**config.mk**
```make
export PLATFORM = sky130hd
export DESIGN_NAME = grid_vga_renderer_flat
export DESIGN_NICKNAME = d
export VERILOG_FILES = /design/src/rtl/grid_vga_renderer_if.sv /design/src/rtl/grid_vga_renderer.sv /design/src/flat_wrapper.sv
export SDC_FILE = /design/constraint.sdc
export NUM_CORES = 1
export LEC_CHECK = 0
export BUFFER_PORTS_ARGS = -buffer_cell sky130_fd_sc_hd__buf_2
export CAP_MARGIN = 20
export CORE_ASPECT_RATIO = 0.9
export CORE_MARGIN = 1
export CORE_UTILIZATION = 53
export CTS_BUF_LIST = sky130_fd_sc_hd__clkbuf_8
export DETAILED_ROUTE_END_ITERATION = 16
export GPL_TIMING_DRIVEN = 0
export PLACE_DENSITY = 0.77
export SLEW_MARGIN = 20
export SYNTH_ARGS = -nofsm -noshare
export SYNTH_HDL_FRONTEND = slang
export SYNTH_SLANG_ARGS = --single-unit
export TNS_END_PERCENT = 1
```
**constraint.sdc**
```tcl
create_clock -name clk_40mhz -period 3.62 [get_ports clk_40mhz]
set_input_delay 0 -clock clk_40mhz [delete_from_list [all_inputs] [get_ports clk_40mhz]]
set_output_delay 0 -clock clk_40mhz [all_outputs]
set_load 0.01 [all_outputs]
```
**src/rtl/grid_vga_renderer_if.sv**
```systemverilog
// Signal bundle between the life engine / display side and grid_vga_renderer:
// the cell grid goes in, the registered 800x600 VGA stream comes out.
interface grid_vga_renderer_if #(
  parameter int WIDTH  = 20,
  parameter int HEIGHT = 15
);
  logic [HEIGHT-1:0][WIDTH-1:0] grid;
  logic                         hsync;
  logic                         vsync;
  logic [3:0]                   red;
  logic [3:0]                   green;
  logic [3:0]                   blue;
  logic                         video_active;
  logic                         frame_tick;

  modport master (
    input  grid,
    output hsync, vsync, red, green, blue, video_active, frame_tick
  );

  modport slave (
    output grid,
    input  hsync, vsync, red, green, blue, video_active, frame_tick
  );
endinterface

```
**src/rtl/grid_vga_renderer.sv**
```systemverilog
// Renders a WIDTH x HEIGHT life grid as square cells on an 800x600 VGA raster
// (1056x628 total), latching the grid once per frame so a frame never tears.
module grid_vga_renderer #(
  parameter int WIDTH      = 20,
  parameter int HEIGHT     = 15,
  parameter int CELL       = 40,
  parameter int GRID_LINES = 1
) (
  input  logic                clk_40mhz,
  input  logic                reset,
  grid_vga_renderer_if.master vif
);

  localparam int SW = (CELL > 1) ? $clog2(CELL) : 1;
  localparam int XW = $clog2(WIDTH + 1);
  localparam int YW = $clog2(HEIGHT + 1);

  localparam logic [10:0] H_LAST       = 11'd1055;
  localparam logic [10:0] H_VIS_END    = 11'd799;
  localparam logic [10:0] H_SYNC_START = 11'd840;
  localparam logic [10:0] H_SYNC_END   = 11'd967;

  localparam logic [9:0]  V_LAST       = 10'd627;
  localparam logic [9:0]  V_VIS_END    = 10'd599;
  localparam logic [9:0]  V_SNAP       = 10'd600;
  localparam logic [9:0]  V_SYNC_START = 10'd601;
  localparam logic [9:0]  V_SYNC_END   = 10'd604;

  localparam logic [SW-1:0] SUB_LAST   = SW'(CELL - 1);
  localparam logic [XW-1:0] CELL_X_END = XW'(WIDTH);
  localparam logic [YW-1:0] CELL_Y_END = YW'(HEIGHT);

  logic [10:0]                  r_hcount;
  logic [9:0]                   r_vcount;
  logic [SW-1:0]                r_sub_x;
  logic [XW-1:0]                r_cell_x;
  logic [SW-1:0]                r_sub_y;
  logic [YW-1:0]                r_cell_y;
  logic [HEIGHT-1:0][WIDTH-1:0] r_snap;
  logic                         r_hsync;
  logic                         r_vsync;
  logic [3:0]                   r_red;
  logic [3:0]                   r_green;
  logic [3:0]                   r_blue;
  logic                         r_video_active;
  logic                         r_frame_tick;

  logic        w_h_last;
  logic        w_v_last;
  logic        w_visible;
  logic        w_border;
  logic        w_alive;
  logic        w_snap_load;
  logic        w_hsync;
  logic        w_vsync;
  logic [11:0] w_rgb;

  assign w_h_last    = (r_hcount == H_LAST);
  assign w_v_last    = (r_vcount == V_LAST);
  assign w_visible   = (r_hcount <= H_VIS_END) && (r_vcount <= V_VIS_END);
  assign w_snap_load = (r_hcount == '0) && (r_vcount == V_SNAP);
  assign w_hsync     = (r_hcount >= H_SYNC_START) && (r_hcount <= H_SYNC_END);
  assign w_vsync     = (r_vcount >= V_SYNC_START) && (r_vcount <= V_SYNC_END);
  assign w_border    = (GRID_LINES != 0) && ((r_sub_x == '0) || (r_sub_y == '0));
  assign w_alive     = r_snap[r_cell_y][r_cell_x];

  // Cell indices saturate at WIDTH/HEIGHT in blanking so they never wrap into a real cell.
  always_ff @(posedge clk_40mhz or negedge reset) begin
    if (!reset) begin
      r_hcount <= '0;
      r_vcount <= '0;
      r_sub_x  <= '0;
      r_cell_x <= '0;
      r_sub_y  <= '0;
      r_cell_y <= '0;
    end else if (w_h_last) begin
      r_hcount <= '0;
      r_sub_x  <= '0;
      r_cell_x <= '0;
      if (w_v_last) begin
        r_vcount <= '0;
        r_sub_y  <= '0;
        r_cell_y <= '0;
      end else begin
        r_vcount <= r_vcount + 10'd1;
        if (r_sub_y == SUB_LAST) begin
          r_sub_y <= '0;
          if (r_cell_y != CELL_Y_END) begin
            r_cell_y <= r_cell_y + YW'(1);
          end
        end else begin
          r_sub_y <= r_sub_y + SW'(1);
        end
      end
    end else begin
      r_hcount <= r_hcount + 11'd1;
      if (r_sub_x == SUB_LAST) begin
        r_sub_x <= '0;
        if (r_cell_x != CELL_X_END) begin
          r_cell_x <= r_cell_x + XW'(1);
        end
      end else begin
        r_sub_x <= r_sub_x + SW'(1);
      end
    end
  end

  always_comb begin
    w_rgb = 12'h000;
    if (w_visible) begin
      if (w_border) begin
        w_rgb = 12'h444;
      end else if (w_alive) begin
        w_rgb = 12'hFFF;
      end else begin
        w_rgb = 12'h003;
      end
    end
  end

  // One register stage for every output keeps syncs, colour and frame_tick aligned.
  always_ff @(posedge clk_40mhz or negedge reset) begin
    if (!reset) begin
      r_snap         <= '0;
      r_hsync        <= 1'b0;
      r_vsync        <= 1'b0;
      r_red          <= 4'h0;
      r_green        <= 4'h0;
      r_blue         <= 4'h0;
      r_video_active <= 1'b0;
      r_frame_tick   <= 1'b0;
    end else begin
      if (w_snap_load) begin
        r_snap <= vif.grid;
      end
      r_hsync        <= w_hsync;
      r_vsync        <= w_vsync;
      r_red          <= w_rgb[11:8];
      r_green        <= w_rgb[7:4];
      r_blue         <= w_rgb[3:0];
      r_video_active <= w_visible;
      r_frame_tick   <= w_snap_load;
    end
  end

  assign vif.hsync        = r_hsync;
  assign vif.vsync        = r_vsync;
  assign vif.red          = r_red;
  assign vif.green        = r_green;
  assign vif.blue         = r_blue;
  assign vif.video_active = r_video_active;
  assign vif.frame_tick   = r_frame_tick;

endmodule

```
**src/flat_wrapper.sv**
```systemverilog
// flat-port wrapper written by rule: the top's interface ports become plain ports
module grid_vga_renderer_flat 
#(
  parameter int WIDTH      = 20,
  parameter int HEIGHT     = 15,
  parameter int CELL       = 40,
  parameter int GRID_LINES = 1
)
  (clk_40mhz, reset, vif_grid, vif_hsync, vif_vsync, vif_red, vif_green, vif_blue, vif_video_active, vif_frame_tick);
  grid_vga_renderer_if #(.WIDTH(WIDTH), .HEIGHT(HEIGHT)) vif_i ();
  input  logic clk_40mhz;
  input  logic reset;
  input wire logic [$bits(vif_i.grid)-1:0] vif_grid;
  output wire logic [$bits(vif_i.hsync)-1:0] vif_hsync;
  output wire logic [$bits(vif_i.vsync)-1:0] vif_vsync;
  output wire logic [$bits(vif_i.red)-1:0] vif_red;
  output wire logic [$bits(vif_i.green)-1:0] vif_green;
  output wire logic [$bits(vif_i.blue)-1:0] vif_blue;
  output wire logic [$bits(vif_i.video_active)-1:0] vif_video_active;
  output wire logic [$bits(vif_i.frame_tick)-1:0] vif_frame_tick;
  assign vif_i.grid = vif_grid;
  assign vif_hsync = vif_i.hsync;
  assign vif_vsync = vif_i.vsync;
  assign vif_red = vif_i.red;
  assign vif_green = vif_i.green;
  assign vif_blue = vif_i.blue;
  assign vif_video_active = vif_i.video_active;
  assign vif_frame_tick = vif_i.frame_tick;
  grid_vga_renderer #(.WIDTH(WIDTH), .HEIGHT(HEIGHT), .CELL(CELL), .GRID_LINES(GRID_LINES)) u_core (.clk_40mhz(clk_40mhz), .reset(reset), .vif(vif_i));
endmodule
```
==> summary.md <==
| Metric | Value |
|---|---|
| Number of synthesized register bits | 349 |
| Critical-path cell list | buf_2, buf_2, buf_2, mux2i_1, a22oi_1, a21oi_1, nor3_1, o41ai_2, a21boi_1 |
| Pre-CTS setup slack | 0.266 ns |
| Highest signal layer in the routed design | met5 |
| Max Clock Skew | 0.0547 ns |
| Number of cells after detailed placement | 1864 |
| Number of buffer cells added on primary ports | 317 |
| Clk Latency, worst-skew pair | 0.64 ns |
| Metal2 WL | 28.4 mm |
| Hold EP | u_core.r_snap[143]$_DFFE_PN0P_ |
| Final Total Pwr | 8.25 mW |
| Shortest clock period the worst path allows after layout | 3.55 ns |
| Reg power frac | 47.3% |
| Origin of the worst min-delay path | vif_grid[143] |
| Num ports | 318 |
| First-pass GRT wire length | 87.4 mm |
| Top flip-flop cell by instance count after synthesis | dfrtp_1 |
| Die outline area | 31300 µm² |
| Horizontal extent of the die | 186 µm |
| Nature of the critical path startpoint | flop |
| Core Box Area | 30000 µm² |
| Final Max Slew Viols | 0 |
| Drt pass-1 iters | 5 |
| Net switching power | 1.94 mW |
| TritonCTS clock tree | yes |
| Overall overflow remaining after global route | 0 |
| Most common library cell in the layout ignoring fill and taps | buf_2 |
| Maximum number of pins on one net before global-route repair | 95 |
| Share of flip-flops with an asynchronous set or reset | 100% |
| Largest stage delay on the critical path | 0.59 ns |
| Clk network pwr share | 46.1% |
| Core Util, Final | 75.8% |
| Clock Sinks | 349 |
| IR drop worst, VDD | 318 µV |
| Fraction of layout cells with a size suffix above 1 | 45.3% |
| Number of antenna violations at the first check in global routing | 8 |
| Unrepaired setup endpoints after global routing | false |
| TritonCTS Buffers | 56 |
| Register clock-pin slew on the reported worst setup and hold paths | 0.08 ns |
| Cell area after technology mapping | 16200 µm² |
| Detail Placement HPWL | 35.7 mm |
| Combinational power share | 6.6% |
| Die height | 168 µm |
| Reg2reg end | u_core.vif.green[1]$_DFF_PN0_ |
| Met3 wire length | 5.20 mm |
| Synthesis-to-finish area growth | 40.2% |
| Clock tree root driver cell | clkbuf_8 |
| Depth of the worst register-to-register path | 9 |
| Crit path capture type | flop |
| Post-detailed-placement cell area | 18400 µm² |
| Effective utilization at floorplan | 54.1% |
| Post-CTS setup-driven buffer insertion count | 0 |
| Post-DRT Antenna Nets | 0 |
| Routed wire per std cell | 25.9 µm |
| Post-route met1 wirelength | 21.7 mm |
| Total wire length after detailed routing | 59.0 mm |
| Number of max-cap violations | 0 |
| Critical path's slowest cell | buf_2 |
| Largest fanout on the critical path | 10 |
| Clk buf depth | 3 |
| Site row count | 60 |
| Design Area, Final | 22700 µm² |
| Via count of the first global-routing pass | 14800 |
| Setup ws final | 0.0707 ns |
| Post-synthesis instance total | 1141 |
| Final net count | 2137 |
| Slew of the pin with the lowest slew margin | 0.922 ns |
| Via density per instance | 5.91 |
| Commonest non-fill, non-tap cells in the layout | buf_2 (358), dfrtp_1 (349), mux2_2 (320) |
| Setup Crit Path Kind | reg2reg |
| Reg-to-reg setup timing slack | 0.07 ns |
| Internal cell power | 6.30 mW |
| Fin. Hold Viols | 0 |
| Drt first-iter violations | 1142 |
| Global placement routability congestion | 0.956 |
| Share of the yosys chip area belonging to registers | 53.9% |
| Sw Share | 23.6% |
| Static power due to leakage | 11.1 nW |
| Total track usage | 38.5% |
| Origin of the critical flop-to-flop path | u_core.r_cell_y[1]$_DFFE_PN0P_ |
| Worst hold path stage count | 3 |
| Post-Syn Area per Cell | 14.2 µm² |
| Cell Pwr Density | 363 nW/µm² |
| DRC violation count after routing | 0 |
| Rel. slew slack | 38.5% |
| Post-route insts no fill | 2281 |
| Final period utilization | 98.0% |
| Total setup violations reported at the end of the flow | 0 |
| Number of H-tree levels | 2 |
| Number of enable flip-flop cells after synthesis | 0 |
| Run status | complete, no violations |
| Min-Delay Path Class | in2reg |
| Crit path required time | 4.07 ns |
| Distinct cells, synth | 57 |
| Count of vias placed by the detailed router | 13500 |
| CP most frequent cell | buf_2 |
| Data arrival at the endpoint of the critical path | 4.00 ns |
| Number of warnings reported in the yosys synthesis log | 0 |
| Mapped Nets | 1456 |
| Max Fclk | 282 MHz |
-- power by group through the flow --
stage	Clock, mW	Combinational [mW]	Sequential, mW
6_report	3.80	0.548	3.90
5_1_grt	3.98	0.586	3.90
2_1_floorplan	0	0.00273	3.97
3_5_place_dp	0	0.265	3.97
3_3_place_gp	0	0.248	3.97
4_1_cts	3.74	0.529	3.90
-- logic make-up after synthesis --
logic type,share of synthesized area (%)
flops,53.9
mux,31.3
xor+xnor,1.19
fa+ha+maj,1.00
simple gates,4.32
buf+inv,2.97
compound gates,5.32
-- flip-flops by register name, summed over array words and instances, names as in the netlist, 2 cells and up --
| register | count |
|---|---|
| u_core.r_hcount | 11 |
| u_core.r_cell_x | 5 |
| u_core.r_sub_x | 6 |
| u_core.vif.green | 2 |
| u_core.r_snap | 300 |
| u_core.r_sub_y | 6 |
| u_core.r_vcount | 10 |
| u_core.r_cell_y | 4 |
-- synth_stat cells (3+ instances only) --
library cell / instances / area share, %
dfrtp_1: 349 / 54
mux2_2: 320 / 22
mux4_2: 49 / 6.8
buf_2: 42 / 1.3
nor2_1: 37 / 0.86
mux2i_1: 36 / 2.2
nand2_1: 33 / 0.76
o21ai_0: 19 / 0.59
clkbuf_1: 18 / 0.42
a21oi_1: 17 / 0.53
buf_4: 16 / 0.74
nand3_1: 15 / 0.46
inv_1: 14 / 0.32
ha_1: 13 / 1.0
a221o_1: 12 / 0.74
a221oi_1: 12 / 0.65
xnor2_1: 12 / 0.65
xor2_1: 10 / 0.54
nand4_1: 9 / 0.35
nor3_1: 9 / 0.28
nor2b_1: 8 / 0.31
a211oi_1: 6 / 0.28
a22o_1: 6 / 0.32
a22oi_1: 6 / 0.28
and2_1: 6 / 0.23
o2bb2ai_1: 6 / 0.32
a211o_1: 5 / 0.27
and3_1: 5 / 0.19
or3_1: 5 / 0.19
nor4_1: 4 / 0.15
o31ai_1: 4 / 0.19
a31oi_1: 3 / 0.12
o211ai_1: 3 / 0.14
o22ai_1: 3 / 0.12
-- layer usage --
metal | GRT usage [%] | up-vias
li1 | - | 5612
met1 | 45.4 | 6804
met2 | 62.2 | 803
met3 | 11.4 | 249
met4 | 23.1 | 2
met5 | 0.800 | -
-- stage by stage --
stage / hold slack, ns / setup TNS, ns
4_1_cts: 0.114 / 0
3_3_place_gp: 0.232 / -1445.79
3_5_place_dp: 0.0380 / 0
6_report: 0.131 / 0
5_1_grt: 0.135 / 0
2_1_floorplan: -0.296 / 0
-- worst max path at each step --
stage,start,to,cells past startpoint
floorplan,u_core.r_cell_y[0]$_DFFE_PN0P_,u_core.vif.green[2]$_DFF_PN0_,8
global placement,reset,u_core.r_snap[205]$_DFFE_PN0P_,1
detailed placement,u_core.r_cell_y[1]$_DFFE_PN0P_,u_core.vif.green[2]$_DFF_PN0_,10
CTS,u_core.r_cell_y[1]$_DFFE_PN0P_,u_core.vif.green[2]$_DFF_PN0_,10
global route,u_core.r_cell_y[1]$_DFFE_PN0P_,u_core.vif.green[2]$_DFF_PN0_,10
finish,u_core.r_cell_y[1]$_DFFE_PN0P_,u_core.vif.green[1]$_DFF_PN0_,9
-- layout make-up --
cell class / count / area (µm²)
sequential: 349 / 8730
fill: 1785 / 7240
multi-input combinational: 698 / 6980
timing repair buffer: 623 / 4720
clock buffer: 81 / 1110
tap: 403 / 504
buffer: 79 / 424
clock inverter: 24 / 151
inverter: 15 / 56.3
antenna: 9 / 22.5
-- critical path: cells and delay by family, from the launching register on --
kind / cells / cell delay, ns
AO/OA/AOI/OAI: 4 / 1.04
AND/OR/NAND/NOR: 1 / 0.09
multiplexers: 1 / 0.31
buffers and inverters: 3 / 1.50
flip-flops: 1 / 0.42
-- timing repair --
item,in CTS,in global routing
resized for setup,0,0
endpoints found under the hold margin,556,0
hold buffers,303,0
(Power assumes the default switching activity.)
